==> src/rtl/fft_input_reorder.sv <==
// Input reorder stage for an 8-point radix-2 DIT FFT: buffers one frame in
// bit-reversed order and issues butterfly operand pairs with the stage-1 twiddle.
module fft_input_reorder #(
    parameter int unsigned NPTS  = 8,
    parameter logic [31:0] W0_RE = 32'h3F800000,
    parameter logic [31:0] W0_IM = 32'h00000000
) (
    input  logic        clk,
    input  logic        rst,
    input  logic        in_valid,
    output logic        in_ready,
    input  logic [31:0] in_re,
    input  logic [31:0] in_im,
    output logic        out_valid,
    input  logic        out_ready,
    output logic [31:0] a1,
    output logic [31:0] b1,
    output logic [31:0] a2,
    output logic [31:0] b2,
    output logic [31:0] wr,
    output logic [31:0] wi,
    output logic        out_last
);

    localparam int unsigned IdxW  = $clog2(NPTS);
    localparam int unsigned PairW = IdxW - 1;
    localparam logic [IdxW-1:0]  LastIdx  = IdxW'(NPTS - 1);
    localparam logic [PairW-1:0] LastPair = PairW'(NPTS / 2 - 1);

    typedef enum logic [0:0] {
        StFill,
        StIssue
    } state_e;

    state_e            state_q, state_d;
    logic [IdxW-1:0]   cnt_q, cnt_d;
    logic [PairW-1:0]  pair_q, pair_d;
    logic [63:0]       buf_q [NPTS];
    logic [63:0]       buf_d [NPTS];

    logic              in_ready_q, in_ready_d;
    logic              out_valid_q, out_valid_d;
    logic              out_last_q, out_last_d;
    logic [31:0]       a1_q, a1_d;
    logic [31:0]       b1_q, b1_d;
    logic [31:0]       a2_q, a2_d;
    logic [31:0]       b2_q, b2_d;
    logic [31:0]       wr_q, wr_d;
    logic [31:0]       wi_q, wi_d;

    logic              accept;
    logic              xfer;
    logic [IdxW-1:0]   wr_addr;

    always_comb begin
        for (int unsigned i = 0; i < IdxW; i++) begin
            wr_addr[i] = cnt_q[IdxW-1-i];
        end
    end

    assign accept = (state_q == StFill) && in_valid && in_ready_q;
    assign xfer   = out_valid_q && out_ready;

    always_comb begin
        state_d = state_q;
        cnt_d   = cnt_q;
        pair_d  = pair_q;
        buf_d   = buf_q;
        a1_d    = a1_q;
        b1_d    = b1_q;
        a2_d    = a2_q;
        b2_d    = b2_q;

        unique case (state_q)
            StFill: begin
                if (accept) begin
                    buf_d[wr_addr] = {in_re, in_im};
                    cnt_d          = cnt_q + 1'b1;
                    if (cnt_q == LastIdx) begin
                        // Last sample lands this edge, so pair 0 is taken from buf_d.
                        state_d      = StIssue;
                        pair_d       = '0;
                        {a1_d, b1_d} = buf_d[0];
                        {a2_d, b2_d} = buf_d[1];
                    end
                end
            end
            StIssue: begin
                if (xfer) begin
                    if (pair_q == LastPair) begin
                        state_d = StFill;
                        pair_d  = '0;
                        cnt_d   = '0;
                    end else begin
                        pair_d       = pair_q + 1'b1;
                        {a1_d, b1_d} = buf_q[{pair_d, 1'b0}];
                        {a2_d, b2_d} = buf_q[{pair_d, 1'b1}];
                    end
                end
            end
            default: begin
                state_d = StFill;
            end
        endcase

        in_ready_d  = (state_d == StFill);
        out_valid_d = (state_d == StIssue);
        out_last_d  = (state_d == StIssue) && (pair_d == LastPair);
        wr_d        = W0_RE;
        wi_d        = W0_IM;
    end

    always_ff @(posedge clk or posedge rst) begin
        if (rst) begin
            state_q     <= StFill;
            cnt_q       <= '0;
            pair_q      <= '0;
            in_ready_q  <= 1'b0;
            out_valid_q <= 1'b0;
            out_last_q  <= 1'b0;
            a1_q        <= '0;
            b1_q        <= '0;
            a2_q        <= '0;
            b2_q        <= '0;
            wr_q        <= '0;
            wi_q        <= '0;
        end else begin
            state_q     <= state_d;
            cnt_q       <= cnt_d;
            pair_q      <= pair_d;
            in_ready_q  <= in_ready_d;
            out_valid_q <= out_valid_d;
            out_last_q  <= out_last_d;
            a1_q        <= a1_d;
            b1_q        <= b1_d;
            a2_q        <= a2_d;
            b2_q        <= b2_d;
            wr_q        <= wr_d;
            wi_q        <= wi_d;
        end
    end

    // Sample storage needs no reset; a fresh frame overwrites every slot before issue.
    always_ff @(posedge clk) begin
        buf_q <= buf_d;
    end

    assign in_ready  = in_ready_q;
    assign out_valid = out_valid_q;
    assign out_last  = out_last_q;
    assign a1        = a1_q;
    assign b1        = b1_q;
    assign a2        = a2_q;
    assign b2        = b2_q;
    assign wr        = wr_q;
    assign wi        = wi_q;

endmodule

==> config.mk <==
export PLATFORM = sky130hd
export DESIGN_NAME = fft_input_reorder
export DESIGN_NICKNAME = d
export VERILOG_FILES = /design/src/rtl/fft_input_reorder.sv
export SDC_FILE = /design/constraint.sdc
export NUM_CORES = 1
export LEC_CHECK = 0
export ABC_AREA = 1
export ABC_CLOCK_PERIOD_IN_PS = 11300
export BUFFER_PORTS_ARGS = -buffer_cell sky130_fd_sc_hd__buf_2
export CORE_MARGIN = 2
export CORE_UTILIZATION = 50
export DETAILED_ROUTE_END_ITERATION = 12
export PLACE_DENSITY = 0.69
export SLEW_MARGIN = 20
export SYNTH_ARGS = -nofsm -noshare
export SYNTH_HDL_FRONTEND = slang
export SYNTH_SLANG_ARGS = --single-unit
==> constraint.sdc <==
create_clock -name clk -period 11.3 [get_ports clk]
set_input_delay 0 -clock clk [delete_from_list [all_inputs] [get_ports clk]]
set_output_delay 0 -clock clk [all_outputs]
set_load 0.01 [all_outputs]
# Word-level counts from Yosys, hierarchy flattened
# Index checks and enable logic that the tools add are counted.
op_classes:
  addsub: 2
  order_cmp: 4
  n_eq_ne: 8
  muxes: 43
  bitwise_logic: 5
  n_reduce_logical: 8
ops:
  columns: ["operator", "count"]
  rows:
  - ["512-bit bitwise mux", 1]
  - ["32-bit two-way mux", 16]
  - ["64-bit binary-select mux with 3-bit select", 2]
  - ["64-bit two-way mux", 5]
  - ["32-bit one-hot mux with 2 select lines", 4]
  - ["64-bit demux with 3-bit select", 1]
  - ["4-bit greater-or-equal comparator, second input constant", 3]
  - ["3-bit NOT with 4-bit output", 3]
  - ["3-bit two-way mux", 3]
  - ["2-bit two-way mux", 4]
  - ["2-bit by 1-bit inequality test with 1-bit output, second input constant", 3]
  - ["3-bit one-hot mux with 2 select lines", 1]
  - ["1-bit logical AND", 5]
  - ["2-bit equality test, second input constant", 2]
  - ["4-bit by 1-bit < comparator with 1-bit output, second input constant", 1]
  - ["1-bit two-way mux", 4]
  - ["2-bit inequality test, second input constant", 2]
  - ["2-bit one-hot mux with 2 select lines", 1]
  - ["4-bit AND reduction", 1]
  - ["3-bit by 1-bit adder with 3-bit output, second input constant", 1]
  - ["3-bit equality test, second input constant", 1]
  - ["3-bit AND reduction", 1]
  - ["2-bit by 1-bit adder with 2-bit output, second input constant", 1]
  - ["1-bit NOT", 2]
  - ["other kinds (2)", 2]
word_totals:
  reg_bits: 649
  output_inout_bits: 195
  elab_cells: 88

# Logic depth before layout (Yosys ltp)
depth:
  ltp_word: 9
  depth_mapped: 10
  mapped_depth_nobuf: 9

# Worst setup path after synthesis
# OpenSTA, ideal clock, no wires.
synth_path:
  path_kind: "flip-flop to flip-flop"
  startpoint: "register out_valid (netlist name)"
  endpoint: "register buf_q[0] (netlist bit) (enable)"
  arrival_ps: 8042
  slack_ps: 2840
  path_stages_with_launch: 5
  synth_period_minus_slack_ps: 8460
  cell_sequence: "dfrtp_1 -> buf_6 -> nor2_1 -> nand2_1 -> inv_1"
synth_lines:
  columns: ["item", "line_no", "source"]
  rows:
  - ["to (signal assigned)", "145", "buf_q <= buf_d;"]
  - ["to (decl)", "38", "logic [63:0] buf_q [NPTS];"]

# Final worst setup path
layout_path:
  startpoint: "register cnt_q[0]"
  endpoint: "register a1_q[4] (netlist: a1[4])"
layout_between:
  elab_chain_cells: 9
layout_lines:
  columns: ["item", "line_no", "source"]
  rows:
  - ["from (decl)", "36", "logic [IdxW-1:0] cnt_q, cnt_d;"]
  - ["from (signal assigned)", "129", "cnt_q <= cnt_d;"]
  - ["3-bit NOT with 4-bit output (not written as such)", "77", "buf_d[wr_addr] = {in_re, in_im};"]
  - ["4-bit greater-or-equal comparator (not written as such) / 4-bit by 1-bit < comparator with 1-bit output (equally long branches)", "77", null]
  - ["1-bit logical AND (not written as such)", "77", null]
  - ["64-bit two-way mux (not written as such)", "77", null]
  - ["64-bit demux with 3-bit select", "77", null]
  - ["512-bit bitwise mux", "77", null]
  - ["32-bit two-way mux", "79", "if (cnt_q == LastIdx) begin"]
  - ["32-bit two-way mux", "76", "if (accept) begin"]
  - ["32-bit one-hot mux with 2 select lines", "74", "unique case (state_q)"]
  - ["to (signal assigned)", "121", "a1_q <= '0;"]
  - ["to (signal assigned)", "134", "a1_q <= a1_d;"]
  - ["to (decl)", "44", "logic [31:0] a1_q, a1_d;"]
# Parallel ways exist; a longest one is shown, timed or not. The select of a mux whose other input is x is not followed.
# A chain may end at the register's enable or synchronous reset.

==> flow_metrics.tcl <==
set metrics [dict create \
    outcome "finished clean" \
    cpPeakStageDelay_ps 890 \
    rr_worst_depth 9 \
    stdcell_count 3927 \
    cts_buffers 68 \
    worstSetupPathType "flop to flop" \
    drv_slew 0 \
    dpl.hpwl_um 39300 \
    hold_viol_final 0 \
    yosysTopAreaCellShare_pct 54.0 \
    cap_violations 0 \
    crit_slowest_cell "ha_4" \
    h-tree-depth 3 \
    syn_to_final_growth_pct 14.8 \
    initial_core_util_pct 50.6 \
    ioPinCount 263 \
    first_iter_violations 1845 \
    crit_buf_inv 3 \
    end_kind "flop" \
    grt_antenna_before_repair 1 \
    die_w_um 243 \
    clk_latency_ps 600 \
    powerDensity_nw_per_um2 294 \
    arrival_ps 4760 \
    cts_root_buffer "clkbuf_16" \
    cts_buffer_depth 3 \
    io_buffers 205 \
    grt_max_degree 175 \
    yosys.cell_types.count 20 \
    wl_um 74000 \
    rsz0062_at_grt "no" \
    synthFlopType "edfxtp_1" \
    grt_usage_pct 25.1 \
    r2r_end "a1[4]$_DFFE_PP0P_" \
    ctsResizeCount 0 \
    crit_chain "inv_1 > ha_4 > nand2_4 > inv_2 > buf_4 > nand2_1 > nand3_1 > nand3_1 > nand2_1" \
    hp-class "primary input to async pin" \
    timing.rr.start "cnt_q[0]$_DFFE_PP0P_" \
    post_cts_buffers 0 \
    cts_tree "built" \
    async_flop_share_pct 21.1 \
    slew_headroom_pct 24.4 \
    wire_per_inst_um 18.8 \
    fillers 4727 \
    max_clock_freq_ghz 0.236 \
    seq_area_frac_synth_pct 66.1 \
    path_delay_family "buffers and inverters" \
    ant_nets 0 \
    synth_enable_flop_cells 512 \
    ir_drop_uv 180 \
    syn-instance-count 2932 \
    syn-cell-area_um2 28500 \
    synthTopCellsByArea "edfxtp_1 54%, nand2_1 19%, dfrtp_1 12%, nand3_1 7.9%, buf_4 1.8%" \
    p_leak_nw 14.2 \
    die-area_um2 58800 \
    drc_errors 0 \
    clock-sinks 649 \
    cp-start-kind "flop" \
    critical_path_required_ps 11820 \
    firstDrtPassIters 7 \
    clkTransAtPathRegs_ps 60 \
    syn_area_per_cell_um2 9.70 \
    grt-ovfl-total 0 \
    skew_ps 19.6 \
    hold_buffers 67 \
    dp.cells 3735 \
    worstMarginPinSlew_ps 1130 \
    post-synth-top-count-cell "nand2_1" \
    ys_ff_latch 649 \
    period_share_pct 37.5 \
    rrSetupSlack_ps 7060 \
    fp.dieH_um 243 \
    core_area_um2 56300 \
    nets 3192 \
    synth_area_leader_cell "edfxtp_1" \
    fin_setup_tns_ps 0 \
    viasPerCell 5.45 \
    worstPathMaxFanout 66 \
    synth_common_cells "1425 x nand2_1, 512 x edfxtp_1, 448 x nand3_1" \
    gp_congestion 0.799 \
    insertedDiodeCount 0 \
    setup_viol 0 \
    drive_gt1_share_pct 11.3 \
    grt_pass1_vias 20800 \
    num_rows 87 \
    vias 21400 \
    fin_crit_ps 4240 \
    yosysWarnings 0 \
    grt_pass1_wl_um 116000 \
]
[report_power, final]
| group | total (mW) | internal [mW] | switching (mW) |
|---|---|---|---|
| Clock | 2.35 | 1.43 | 0.921 |
| Combinational | 3.62 | 1.09 | 2.53 |
| Sequential | 3.63 | 3.25 | 0.383 |
| Total | 9.60 | 5.77 | 3.84 |
[state kept, by name, indices dropped and copies added, names as in the netlist]
name / count
buf_q: 512
a1: 32
a2: 32
b1: 32
b2: 32
cnt_q: 3
pair_q: 2
in_ready: 1
out_last: 1
out_valid: 1
wr: 1
[area by class of cell]
class                           count  area, um^2  share of cell area, %
Sequential cell                   649       18800                   57.6
Multi-Input combinational cell   2083        8550                   26.2
Clock buffer                       93        1970                   6.04
Timing Repair Buffer              297        1900                   5.83
Tap cell                          756         946                   2.90
Clock inverter                     31         389                   1.19
Inverter                           18        86.3                  0.264
[kinds of logic after synthesis]
family          after synthesis  synth area share (%)
simple gates               2012                  28.6
flops                       649                  66.1
buf+inv                     256                  4.88
fa+ha+maj                     7                 0.308
compound gates                6                 0.110
other cells                   2                0.0264
[routing by layer]
metal,part of all wire [%],vias to the layer above,track usage (%)
met1,42,10300,34.1
met3,8.2,134,3.71
li1,-,9963,-
met4,3.1,0,9.75
met2,47,1021,40.9
met5,0,-,0
[worst reg2reg max path, stage by stage, from the launching register on]
cell and delay [ps]:
dfrtp_1 400, inv_1 160, ha_4 890, nand2_4 800, inv_2 760, buf_4 620, nand2_1 180, nand3_1 110
nand3_1 110, nand2_1 110
[placed cells by master (no fill, tap or decap), types with 13 or more instances in the layout]
master and n:
nor2_1 131, nand2_1 1423, dfrtp_1 134, dlygate4sd3_1 67, conb_1 58, nand3_1 448
clkbuf_1 13, clkbuf_16 73, buf_2 205, buf_4 22, edfxtp_1 512
[stage by stage]
| step | instance area [um^2] | utilization (%) | hold slack (ps) | setup WS [ps] | total power, mW |
|---|---|---|---|---|---|
| after floorplan | 28700 | - | 98.9 | 2840 | 6.14 |
| after global routing | 32700 | 58.0 | 218 | 6830 | 10.2 |
| final | 32700 | 58.0 | 125 | 7060 | 9.60 |
| after detailed placement | 29600 | 52.6 | 232 | 6700 | 7.25 |
| after CTS | 32600 | 58.0 | 152 | 6680 | 9.63 |
| after global placement | 29600 | 52.6 | 230 | 6800 | 7.16 |
[how the worst max path moves through the flow]
stage                    startpoint            endpoint  slack (ps)  cells after the start
3_3_place_gp    out_valid$_DFF_PP0_  a2[28]$_DFFE_PP0P_        6800                     10
6_report       cnt_q[0]$_DFFE_PP0P_   a1[4]$_DFFE_PP0P_        7060                      9
3_5_place_dp    out_valid$_DFF_PP0_   b2[1]$_DFFE_PP0P_        6700                     10
2_1_floorplan   out_valid$_DFF_PP0_  buf_q[0]$_DFFE_PP_        2840                      4
5_1_grt        cnt_q[0]$_DFFE_PP0P_   a1[6]$_DFFE_PP0P_        6830                      9
4_1_cts         out_valid$_DFF_PP0_   b2[6]$_DFFE_PP0P_        6680                     10
(Power assumes the default switching activity.)
